## config.mk

```make
export PLATFORM = sky130hd
export DESIGN_NAME = dmem_arbiter
export DESIGN_NICKNAME = d
export VERILOG_FILES = /design/src/rtl/dmem_arbiter.sv
export SDC_FILE = /design/constraint.sdc
export NUM_CORES = 1
export LEC_CHECK = 0
export ABC_AREA = 0
export CORE_UTILIZATION = 42
export CTS_BUF_LIST = sky130_fd_sc_hd__clkbuf_4
export CTS_CLUSTER_SIZE = 14
export DETAILED_ROUTE_END_ITERATION = 8
export DONT_BUFFER_PORTS = 1
export PLACE_DENSITY_LB_ADDON = 0.25
export SLEW_MARGIN = 20
export SYNTH_ARGS = -nofsm -noshare
export SYNTH_HDL_FRONTEND = slang
export SYNTH_SLANG_ARGS = --single-unit
```

## constraint.sdc

```tcl
create_clock -name clock -period 1.6 [get_ports clock]
set_input_delay 0.4 -clock clock [delete_from_list [all_inputs] [get_ports clock]]
set_output_delay 0.4 -clock clock [all_outputs]
set_load 0.01 [all_outputs]
```

## src/rtl/dmem_arbiter.sv

```systemverilog
// rtl/dmem_arbiter.sv - two-port round-robin arbiter/sequencer in front of the single-port dmemory32
// Optional per-port completion counters under DMEM_ARB_PERF_EN.
module dmem_arbiter #(
  parameter int ADDR_W = 32,
  parameter int DATA_W = 32,
  parameter int RD_LAT = 1
) (
  input  logic              clock,
  input  logic              reset,
  input  logic              p0_req,
  input  logic              p0_we,
  input  logic [ADDR_W-1:0] p0_addr,
  input  logic [DATA_W-1:0] p0_wdata,
  output logic              p0_ack,
  output logic [DATA_W-1:0] p0_rdata,
  input  logic              p1_req,
  input  logic              p1_we,
  input  logic [ADDR_W-1:0] p1_addr,
  input  logic [DATA_W-1:0] p1_wdata,
  output logic              p1_ack,
  output logic [DATA_W-1:0] p1_rdata,
  output logic              mem_memWrite,
  output logic [ADDR_W-1:0] mem_addr,
  output logic [DATA_W-1:0] mem_writeData,
  input  logic [DATA_W-1:0] mem_readData,
  output logic              busy,
  output logic              gnt_id
`ifdef DMEM_ARB_PERF_EN
  ,
  output logic [15:0]       p0_cnt,
  output logic [15:0]       p1_cnt
`endif
);

  typedef enum logic [1:0] {IDLE, ISSUE, WAIT, RESP} stateT;

  localparam logic [2:0] LAT = 3'(RD_LAT);

  stateT      state;
  stateT      stateNext;
  logic       latWe;
  logic       lastGnt;
  logic [2:0] waitCnt;
  logic       anyReq;
  logic       pickP1;

  always_ff @(posedge clock) begin
    if (reset) state <= IDLE;
    else       state <= stateNext;
  end

  always_comb begin
    stateNext = state;
    anyReq    = p0_req | p1_req;
    // On contention the port that did not win last time gets the grant.
    pickP1    = p1_req & (~p0_req | ~lastGnt);
    case (state)
      IDLE:    if (anyReq) stateNext = ISSUE;
      ISSUE:   stateNext = latWe ? RESP : WAIT;
      WAIT:    if (waitCnt == 3'd1) stateNext = RESP;
      RESP:    stateNext = IDLE;
      default: stateNext = IDLE;
    endcase
  end

  always_ff @(posedge clock) begin
    if (reset) begin
      latWe         <= 1'b0;
      lastGnt       <= 1'b1;
      waitCnt       <= 3'd0;
      gnt_id        <= 1'b0;
      mem_addr      <= '0;
      mem_writeData <= '0;
      p0_rdata      <= '0;
      p1_rdata      <= '0;
    end else begin
      case (state)
        IDLE: begin
          if (anyReq) begin
            gnt_id        <= pickP1;
            latWe         <= pickP1 ? p1_we    : p0_we;
            mem_addr      <= pickP1 ? p1_addr  : p0_addr;
            mem_writeData <= pickP1 ? p1_wdata : p0_wdata;
          end
        end
        ISSUE: begin
          if (!latWe) waitCnt <= LAT;
        end
        WAIT: begin
          waitCnt <= waitCnt - 3'd1;
          if (waitCnt == 3'd1) begin
            if (gnt_id) p1_rdata <= mem_readData;
            else        p0_rdata <= mem_readData;
          end
        end
        RESP: lastGnt <= gnt_id;
        default: ;
      endcase
    end
  end

`ifdef DMEM_ARB_PERF_EN
  always_ff @(posedge clock) begin
    if (reset) begin
      p0_cnt <= 16'd0;
      p1_cnt <= 16'd0;
    end else if (state == RESP) begin
      if (!gnt_id && p0_cnt != 16'hFFFF) p0_cnt <= p0_cnt + 16'd1;
      if (gnt_id && p1_cnt != 16'hFFFF)  p1_cnt <= p1_cnt + 16'd1;
    end
  end
`endif

  // Outputs decode registered state only, so no input reaches an output combinationally.
  assign mem_memWrite = (state == ISSUE) & latWe;
  assign p0_ack       = (state == RESP) & ~gnt_id;
  assign p1_ack       = (state == RESP) & gnt_id;
  assign busy         = (state != IDLE);

endmodule

```

==> results.sh <==
export IMPL_grt_pass1_wl_um=23600
export IMPL_synthesis_area_um2=5410
export IMPL_synth_cell_types=31
export IMPL_finalSetupViolCount=4
export IMPL_ant_nets=0
export IMPL_status="complete, but fails checks"
export IMPL_fp_row_count=41
export IMPL_cp_end_kind="primary output"
export IMPL_clk_pin_slew_worst_paths_ps=120
export IMPL_wl_um=16700
export IMPL_cp_max_fo=2
export IMPL_synth_fa_ha_area_frac=0.0162
export IMPL_yosys_area_share_simple=0.155
export IMPL_yosys_warnings=0
export IMPL_required_ps=1200
export IMPL_fin_tns_setup_ps=-501
export IMPL_numClockSinks=136
export IMPL_synth_compound_area_share=0.263
export IMPL_p_per_area_nw_per_um2=1450
export IMPL_whs_ps=61.3
export IMPL_grt_max_degree=70
export IMPL_fin_skew_ps=13.7
export IMPL_dpl_cell_count=828
export IMPL_finalCritPeriodShare=1.10
export IMPL_synthFlopType="dfxtp_1"
export IMPL_irDropWorstVdd_uv=765
export IMPL_dr_total_vias=5337
export IMPL_drtIter0Drc=357
export IMPL_die_y_um=116
export IMPL_cp_arrival_ps=1360
export IMPL_avgSynthCellArea_um2=7.77
export IMPL_dp_hpwl_um=10100
export IMPL_worstRegToRegCells=8
export IMPL_cp_endpoint="mem_memWrite"
export IMPL_maxCapViolCount=0
export IMPL_cts_buffer_depth=2
export IMPL_routabilityCongestion=0.755
export IMPL_syn_inst=697
export IMPL_start_util=0.431
export IMPL_slew_headroom=0.798
export IMPL_via_per_inst=5.52
export IMPL_wl_per_cell_um=17.3
export IMPL_fp_dieArea_um2=13300
export IMPL_crit_type="flop to primary output"
export IMPL_design_core_area_um2=12600
export IMPL_cts_max_level=4
export IMPL_synth_nets=870
export IMPL_setup_slack_ps=-157
export IMPL_post_place_ws_ps=57.4
export IMPL_fin_area_um2=7080
export IMPL_stdcell_count=967
export IMPL_hp_class="input pin to flop"
export IMPL_crit_reg2reg_launch="state[1]$_SDFFE_PP0P_"
export IMPL_track_usage=0.227
export IMPL_drv_slew=0
export IMPL_synth_top_family_by_area="compound AO/OA/AOI/OAI gates"
export IMPL_die_x_um=116
export IMPL_final_common_cell="nand2_1"
export IMPL_finalCriticalPeriod_ps=1760
export IMPL_synth_seq_cells=136
export IMPL_synth_edf_count=0
export IMPL_cts_tree="done"
export IMPL_fillers=1104
export IMPL_syn_to_final_growth_pct=30.8
export IMPL_worstSetupStartpointType="flop"
export IMPL_rrSetupSlack_ps=60
export IMPL_antenna_found_initial=0
export IMPL_grt_ovfl_total=0
export IMPL_synth_mux_area_frac=0.00185
export IMPL_place_area_um2=5590
export IMPL_rsz0062_at_grt="yes"
export IMPL_utilization=0.563
export IMPL_ioPinCount=299
export IMPL_p_leak_nw=2.66
export IMPL_numCtsBuffers=17
export IMPL_synthArstFlopShare=0
export IMPL_startpoint="state[1]$_SDFFE_PP0P_"
export IMPL_nets=955
export IMPL_fmax_ghz=0.569
export IMPL_synthXorXnorAreaFrac=0
export IMPL_ys_seq_area_frac=0.503
export IMPL_port_buffers=0
export IMPL_first_global_vias=4845
export IMPL_tightest_slew_ps=304
export IMPL_hold_viol_final=0
export IMPL_layout_common_cells="195 x nand2_1, 194 x a21oi_1, 133 x dfxtp_1"
export IMPL_clkLatencyLatePin_ps=530
export IMPL_p_total_mw=10.2
export IMPL_post_route_drc_count=0
export IMPL_r2r_end="mem_addr[2]$_SDFFE_PP0P_"
export IMPL_drt_first_pass_iters=5
export IMPL_violations="setup timing"
export IMPL_drive_above_1_share=0.0957
export IMPL_root_buffer="clkbuf_4"
[logic make-up (layout without fill, tap and decap cells)]
kind of cell             after synthesis  in the layout
buffers and inverters                 67            164
flip-flops                           136            136
multiplexers                           1              1
AND/OR/NAND/NOR                      211            211
other                                  0              1
AO/OA/AOI/OAI                        275            275
adder cells (fa/ha/maj)                7              7
[how the worst min path moves through the flow]
stage	start	to	slack, ps	cells after the start
finish	p1_addr[7]	mem_addr[7]$_SDFFE_PP0P_	60	2
CTS	reset	p0_rdata[11]$_SDFFE_PP0P_	-130	1
floorplan	waitCnt[1]$_SDFFE_PP0P_	waitCnt[1]$_SDFFE_PP0P_	450	2
global placement	waitCnt[1]$_SDFFE_PP0P_	waitCnt[1]$_SDFFE_PP0P_	460	2
global route	p1_wdata[13]	mem_writeData[13]$_SDFFE_PP0P_	20	2
detailed placement	waitCnt[1]$_SDFFE_PP0P_	waitCnt[1]$_SDFFE_PP0P_	460	2
[state kept, by name, summed over array words and instances (netlist names)]
register	cells
mem_addr	32
mem_writeData	32
p0_rdata	32
p1_rdata	32
waitCnt	3
state	2
gnt_id	1
lastGnt	1
latWe	1
[Yosys cell counts, types with 2 or more instances]
cell,number,share of area
buf_2,27,0.025
nand2_1,195,0.14
ha_1,7,0.016
dfxtp_1,136,0.50
a21oi_1,195,0.18
nand2b_1,3,0.0035
or3_1,2,0.0023
clkbuf_1,18,0.012
inv_1,8,0.0055
nor2_1,5,0.0035
and2_1,2,0.0023
buf_4,13,0.018
o21ai_1,10,0.0092
o21a_1,2,0.0028
o21ai_0,58,0.054
[critical path, stage by stage (launching register included)]
cell and delay [ps]:
dfxtp_2 360, inv_2 50, ha_4 150, and2_4 150, buf_6 120
[layer usage]
layer | global-route usage | vias to the layer above | part of all wire
li1 | - | 2522 | -
met1 | 0.245 | 2480 | 0.38
met2 | 0.392 | 298 | 0.50
met3 | 0.0894 | 37 | 0.10
met4 | 0.103 | 0 | 0.025
met5 | 0 | - | 0
[area by class of cell]
class / count / area (um2) / area share
sequential: 136 / 2730 / 0.386
multi-input combinational: 494 / 2450 / 0.345
timing repair buffer: 125 / 1370 / 0.193
tap: 172 / 215 / 0.0304
clock inverter: 14 / 158 / 0.0223
clock buffer: 17 / 128 / 0.0180
inverter: 8 / 32.5 / 0.00459
antenna: 1 / 2.50 / 0.000353
[what timing repair did]
| action | in CTS | in global routing |
|---|---|---|
| hold endpoints to repair | 133 | 68 |
| pin swaps | 2 | 4 |
| gates resized for setup | 20 | 16 |
| setup endpoints to repair | 5 | 96 |
| hold buffers | 65 | 33 |
| setup buffers | 5 | 3 |
| gates cloned | 0 | 2 |
[power breakdown]
| group | internal [mW] | switching, mW |
|---|---|---|
| Combinational | 1.29 | 1.62 |
| Clock | 1.06 | 1.24 |
| Sequential | 4.14 | 0.889 |
No activity file was read; power rests on OpenSTA's default activity.
